**src/rtl/memif_arbiter.sv**
```systemverilog
// Round-robin arbiter sharing one mi_* memory interface between two requesters.
// One command is outstanding at a time; the owner is held until its last data beat.
module memif_arbiter #(
    parameter int DATA_WIDTH = 16,
    parameter int ADDR_WIDTH = 23
) (
    input  logic                  clk,
    input  logic                  rst_n,

    input  logic [ADDR_WIDTH-1:0] r0_addr,
    input  logic [6:0]            r0_len,
    input  logic                  r0_rw,
    input  logic                  r0_valid,
    output logic                  r0_ready,
    input  logic [DATA_WIDTH-1:0] r0_wdata,
    output logic                  r0_wack,
    output logic                  r0_wlast,
    output logic [DATA_WIDTH-1:0] r0_rdata,
    output logic                  r0_rstb,
    output logic                  r0_rlast,

    input  logic [ADDR_WIDTH-1:0] r1_addr,
    input  logic [6:0]            r1_len,
    input  logic                  r1_rw,
    input  logic                  r1_valid,
    output logic                  r1_ready,
    input  logic [DATA_WIDTH-1:0] r1_wdata,
    output logic                  r1_wack,
    output logic                  r1_wlast,
    output logic [DATA_WIDTH-1:0] r1_rdata,
    output logic                  r1_rstb,
    output logic                  r1_rlast,

    output logic [ADDR_WIDTH-1:0] mi_addr,
    output logic [6:0]            mi_len,
    output logic                  mi_rw,
    output logic                  mi_valid,
    input  logic                  mi_ready,
    output logic [DATA_WIDTH-1:0] mi_wdata,
    input  logic                  mi_wack,
    input  logic                  mi_wlast,
    input  logic [DATA_WIDTH-1:0] mi_rdata,
    input  logic                  mi_rstb,
    input  logic                  mi_rlast,

    output logic [1:0]            fsm_state
);

    typedef enum logic [1:0] {
        IDLE = 2'd0,
        CMD  = 2'd1,
        DATA = 2'd2
    } state_t;

    state_t state;
    logic   owner;
    logic   prio;
    logic   rw_lat;

    logic   own_valid;
    logic   own_rw;
    logic   cmd_ack;
    logic   in_data;
    logic   burst_done;

    assign own_valid  = owner ? r1_valid : r0_valid;
    assign own_rw     = owner ? r1_rw    : r0_rw;

    // Handshake: a command transfers on a cycle where mi_valid and mi_ready are both high;
    // that same cycle is the requester's single-cycle rN_ready strobe. Data beats are
    // qualified by mi_wack / mi_rstb and only forwarded while a burst is owned.
    assign cmd_ack    = mi_valid & mi_ready;
    assign in_data    = (state == DATA);
    assign burst_done = in_data & (rw_lat ? (mi_rstb & mi_rlast) : (mi_wack & mi_wlast));

    always_ff @(posedge clk or negedge rst_n) begin
        if (!rst_n) begin
            state  <= IDLE;
            owner  <= 1'b0;
            prio   <= 1'b0;
            rw_lat <= 1'b0;
        end else begin
            case (state)
                IDLE: begin
                    if (r0_valid || r1_valid) begin
                        owner <= (r0_valid && r1_valid) ? prio : r1_valid;
                        state <= CMD;
                    end
                end
                CMD: begin
                    // A withdrawn request aborts without touching the tie-break.
                    if (!own_valid) begin
                        state <= IDLE;
                    end else if (mi_ready) begin
                        rw_lat <= own_rw;
                        prio   <= ~owner;
                        state  <= DATA;
                    end
                end
                DATA: begin
                    if (burst_done) begin
                        state <= IDLE;
                    end
                end
                default: state <= IDLE;
            endcase
        end
    end

    assign mi_addr   = owner ? r1_addr  : r0_addr;
    assign mi_len    = owner ? r1_len   : r0_len;
    assign mi_rw     = own_rw;
    assign mi_valid  = (state == CMD) & own_valid;
    assign mi_wdata  = owner ? r1_wdata : r0_wdata;

    assign r0_ready  = cmd_ack & ~owner;
    assign r1_ready  = cmd_ack &  owner;

    assign r0_wack   = in_data & ~owner & mi_wack;
    assign r0_wlast  = in_data & ~owner & mi_wlast;
    assign r0_rstb   = in_data & ~owner & mi_rstb;
    assign r0_rlast  = in_data & ~owner & mi_rlast;
    assign r1_wack   = in_data &  owner & mi_wack;
    assign r1_wlast  = in_data &  owner & mi_wlast;
    assign r1_rstb   = in_data &  owner & mi_rstb;
    assign r1_rlast  = in_data &  owner & mi_rlast;

    assign r0_rdata  = mi_rdata;
    assign r1_rdata  = mi_rdata;

    assign fsm_state = state;

endmodule

```
**config.mk**
```make
export PLATFORM = sky130hd
export DESIGN_NAME = memif_arbiter
export DESIGN_NICKNAME = d
export VERILOG_FILES = /design/src/rtl/memif_arbiter.sv
export SDC_FILE = /design/constraint.sdc
export NUM_CORES = 1
export LEC_CHECK = 0
export BUFFER_PORTS_ARGS = -buffer_cell sky130_fd_sc_hd__buf_4
export CORE_AREA = 2 2 81 83
export DETAILED_ROUTE_END_ITERATION = 8
export DIE_AREA = 0 0 83 85
export GPL_TIMING_DRIVEN = 0
export PLACE_DENSITY = 0.62
export SLEW_MARGIN = 20
export SYNTH_ARGS = -nofsm -noshare
export SYNTH_HDL_FRONTEND = slang
export SYNTH_SLANG_ARGS = --single-unit
```
**constraint.sdc**
```tcl
create_clock -name clk -period 1.55 [get_ports clk]
set_input_delay 0.0775 -clock clk [delete_from_list [all_inputs] [get_ports clk]]
set_output_delay 0.0775 -clock clk [all_outputs]
set_load 0.05 [all_outputs]
```
==> run summary <==
The DRC violation total after the first TritonRoute iteration is 13. In this run the clock root is driven by a sky130_fd_sc_hd__clkbuf_8. The count of H-tree levels built during CTS is 1.

The minimum clock period is 1660 ps. The total count of hold-check failures in the final report came out at 0. The flip-flop and latch count after synthesis came out at 5. The average vias per placed instance is 4.07.

Measured along the x axis, the die boundary spans 83 um. The maximum fanout along the worst path came out at 4. The share of synthesized flip-flops with an asynchronous set or reset is 1.00. The post-synthesis instance area came out at 1140 sq um. The tightest min-delay check is of the primary input to flip-flop type.

Before antenna repair, the detailed router went through 4 iterations. The number of failing setup endpoints in the final timing report came out at 40. The number of antenna repair diodes came out at 0. The kind of capture point of the worst setup path is an output port. The minimum setup slack among reg-to-reg paths is 0 ps. The worst setup path startpoint is owner. The area growth from synthesis to layout is 175%. In the final layout, the share of cells above drive strength 1 is 0.930. The buffer levels on the longest clock path came out at 2. The synthesis warning total came out at 0. The number of flops mapped to enable cells by yosys is 0. The overall overflow remaining after global route came out at 0. Synthesis produced a netlist with a net count of 241. The number of buffers and inverters on the critical path is 1. The floorplan step defined a die boundary enclosing 7060 sq um. The worst hold path begins at r0_valid. The number of global-route vias before repair came out at 1581. The final routed wirelength across all metal layers is 5290 um. The number of primary I/O pins is 211. Detailed placement ended at an HPWL of 4240 um.

The number of vias after detailed routing came out at 1658. The first-pass GRT wire length is 7490 um. Clock-pin slew was measured on the worst setup and hold paths at 40 ps. The final worst clock skew is 2.93 ps. The number of I/O port buffers came out at 194. The remaining antenna violation count is 0. In the synthesized netlist the dominant register cell turns out to be sky130_fd_sc_hd__dfrtp_1.

For this run, the register share of the synthesized area comes to 0.110. The routability-driven placement congestion ratio is 0.732. The number of fill cells is 590. The number of buffers created by CTS came out at 3.

The final layout contains 450 nets. The total number of clock tree sinks came out at 5. The critical path's largest stage delay is 430 ps. Entering global routing, the biggest net connects 11 pins.

The worst ir drop on vdd came out at 0.00108 V. The transition time at the pin with the least slew margin came out at 332 ps. The total track usage came out at 0.127. The area of the core came out at 6200 sq um. In the post-route analysis, the smallest setup slack over all paths is -112 ps. STA classifies the critical path startpoint as a flip-flop.

The instance area at placement came out at 2710 sq um. The normalized max-slew margin came out at 0.778. Setup repair after global routing could not meet its margin everywhere. TritonCTS built the clock tree. The count of standard-cell rows is 29. The signal on the critical path passes through mux2i_4 -> nor4b_4 -> nor2b_4 -> buf_8. The count of maximum capacitance violations came out at 0. The post-route fraction of the period consumed by the critical path came out at 1.07. The worst-case hold slack came out at 78.6 ps. Clock latency on the worst-skew pair, taken at its later pin, is 230 ps. The final reports fail on setup timing. For this configuration, the core starts out at a cell density of 0.184. In this run the critical register-to-register path is launched from owner. The per-instance average area after synthesis is 9.33 sq um.

The average wire per cell in the routed design came out at 13.0 um. The flow ran to the end, but the final reports show violations. The critical path required time is 1470 ps. The power per cell area came out at 1670 nW/um^2. The final cell area excluding filler cells is 3130 sq um. The remaining routing DRC violations came out at 0. The critical path is of the flip-flop to output port type. The leakage power total came out at 1.63 nW. Broken down by cell family, the worst path's largest delay share belongs to simple AND/OR/NAND/NOR gates. The synthesized netlist cell count is 122. Derived from the worst setup path, the maximum achievable clock frequency is 602 MHz.

The initial antenna violation count came out at 0. The number of slew-limit violations in the final report is 0. The share of the core filled with cells in the final layout came out at 0.505. The data arrival time of the critical path came out at 1580 ps. For this design, the slowest cell found on the critical path is sky130_fd_sc_hd__dfrtp_2. Measured along the y axis, the die boundary spans 85 um. Yosys mapped the design onto 21 distinct sky130hd cell types. The overall power after layout came out at 5.21 mW.
## flip-flops by register name, summed over array words and instances, names as in the netlist
register   cells
fsm_state      2
rw_lat         1
prio           1
owner          1
## cell usage after synthesis, types with 2 or more instances
master	number	area share
sky130_fd_sc_hd__o21ai_0	2	0.0088
sky130_fd_sc_hd__and3_1	4	0.022
sky130_fd_sc_hd__and2_1	5	0.027
sky130_fd_sc_hd__buf_2	5	0.022
sky130_fd_sc_hd__buf_4	33	0.22
sky130_fd_sc_hd__a21oi_1	2	0.0088
sky130_fd_sc_hd__nor2b_1	4	0.022
sky130_fd_sc_hd__inv_1	2	0.0066
sky130_fd_sc_hd__nand2_1	2	0.0066
sky130_fd_sc_hd__mux2i_1	2	0.018
sky130_fd_sc_hd__dfrtp_1	5	0.11
sky130_fd_sc_hd__mux2_2	47	0.46
## worst register-to-register path, cell delays in order, from the launching register on
cell and delay (ps):
sky130_fd_sc_hd__dfrtp_2 430, sky130_fd_sc_hd__mux2i_4 210, sky130_fd_sc_hd__nor4b_4 330, sky130_fd_sc_hd__buf_4 180, sky130_fd_sc_hd__mux2_4 290
## final cells by class
class	count	area, sq um	share of cell area
Clock buffer	4	45.0	0.0144
Sequential cell	5	129	0.0412
Timing Repair Buffer	205	1740	0.554
Buffer	38	334	0.107
Multi-Input combinational cell	76	783	0.250
Inverter	2	7.51	0.00240
Tap cell	77	96.3	0.0308
## timing repair
action	CTS	global route
pin swaps	1	4
endpoints found under the setup margin	47	49
hold endpoints to repair	5	0
hold buffers	1	0
gates resized for setup	19	57
cloned	0	1
buffers inserted	4	5
## cell usage in the layout, fill, tap and decap left out
cell type / instances
sky130_fd_sc_hd__buf_4: 192
sky130_fd_sc_hd__mux2_2: 47
sky130_fd_sc_hd__buf_6: 39
sky130_fd_sc_hd__buf_8: 5
sky130_fd_sc_hd__clkbuf_8: 4
sky130_fd_sc_hd__and3_1: 4
sky130_fd_sc_hd__buf_12: 3
sky130_fd_sc_hd__nor2b_4: 3
sky130_fd_sc_hd__and2_4: 3
sky130_fd_sc_hd__dfrtp_2: 3
sky130_fd_sc_hd__inv_1: 2
sky130_fd_sc_hd__and2_2: 2
sky130_fd_sc_hd__o21ai_0: 2
sky130_fd_sc_hd__nand2_1: 2
sky130_fd_sc_hd__a21oi_1: 2
sky130_fd_sc_hd__dfrtp_1: 2
sky130_fd_sc_hd__buf_2: 1
sky130_fd_sc_hd__mux2i_4: 1
sky130_fd_sc_hd__nor3_2: 1
sky130_fd_sc_hd__nor4b_4: 1
sky130_fd_sc_hd__mux2_4: 1
sky130_fd_sc_hd__nor2b_1: 1
sky130_fd_sc_hd__nand3_1: 1
sky130_fd_sc_hd__nand3b_1: 1
sky130_fd_sc_hd__a31o_1: 1
sky130_fd_sc_hd__nor2_1: 1
sky130_fd_sc_hd__a31oi_1: 1
sky130_fd_sc_hd__mux2i_1: 1
sky130_fd_sc_hd__clkbuf_1: 1
sky130_fd_sc_hd__clkbuf_16: 1
sky130_fd_sc_hd__dlygate4sd3_1: 1
## metrics by stage
stage	setup WS [ps]	std cells	setup TNS, ps
5_1_grt	-193	407	-4560
4_1_cts	-128	401	-2150
6_report	-112	407	-2090
3_5_place_dp	-123	393	-3070
2_1_floorplan	30.9	122	0
3_3_place_gp	-109	393	-2530
## cell families (layout without fill, tap and decap cells)
logic type / Yosys count / in the layout / synth area share
AO/OA/AOI/OAI: 6 / 6 / 0.0308
buffers and inverters: 41 / 249 / 0.249
flip-flops: 5 / 5 / 0.110
multiplexers: 50 / 50 / 0.492
AND/OR/NAND/NOR: 20 / 20 / 0.118
## worst paths after layout
| check | to | cells after the start |
|---|---|---|
| setup / recovery | r0_ready | 4 |
| hold / removal | owner | 2 |
| setup reg to reg | rw_lat | 4 |
| hold reg to reg | prio | 2 |
| max in group asynchronous | owner | 2 |
| min in group asynchronous | rw_lat | 2 |
## layer usage
layer	GRT usage	vias to the layer above	part of all wire	wire length [um]
li1	-	810	-	-
met1	0.143	741	0.33	1750
met2	0.238	103	0.56	2980
met3	0.0438	4	0.10	545
met4	0.0179	0	0.0043	23
met5	0	-	0	0
## power breakdown
part	total [mW]	leakage, nW	switching, mW	internal, mW
clock network	0.251	0.0228	0.0736	0.177
logic	4.67	1.55	2.63	2.04
registers	0.295	0.0567	0.0902	0.205
total	5.21	1.63	2.79	2.42
Note: power is estimated with default switching activity, not from simulation.
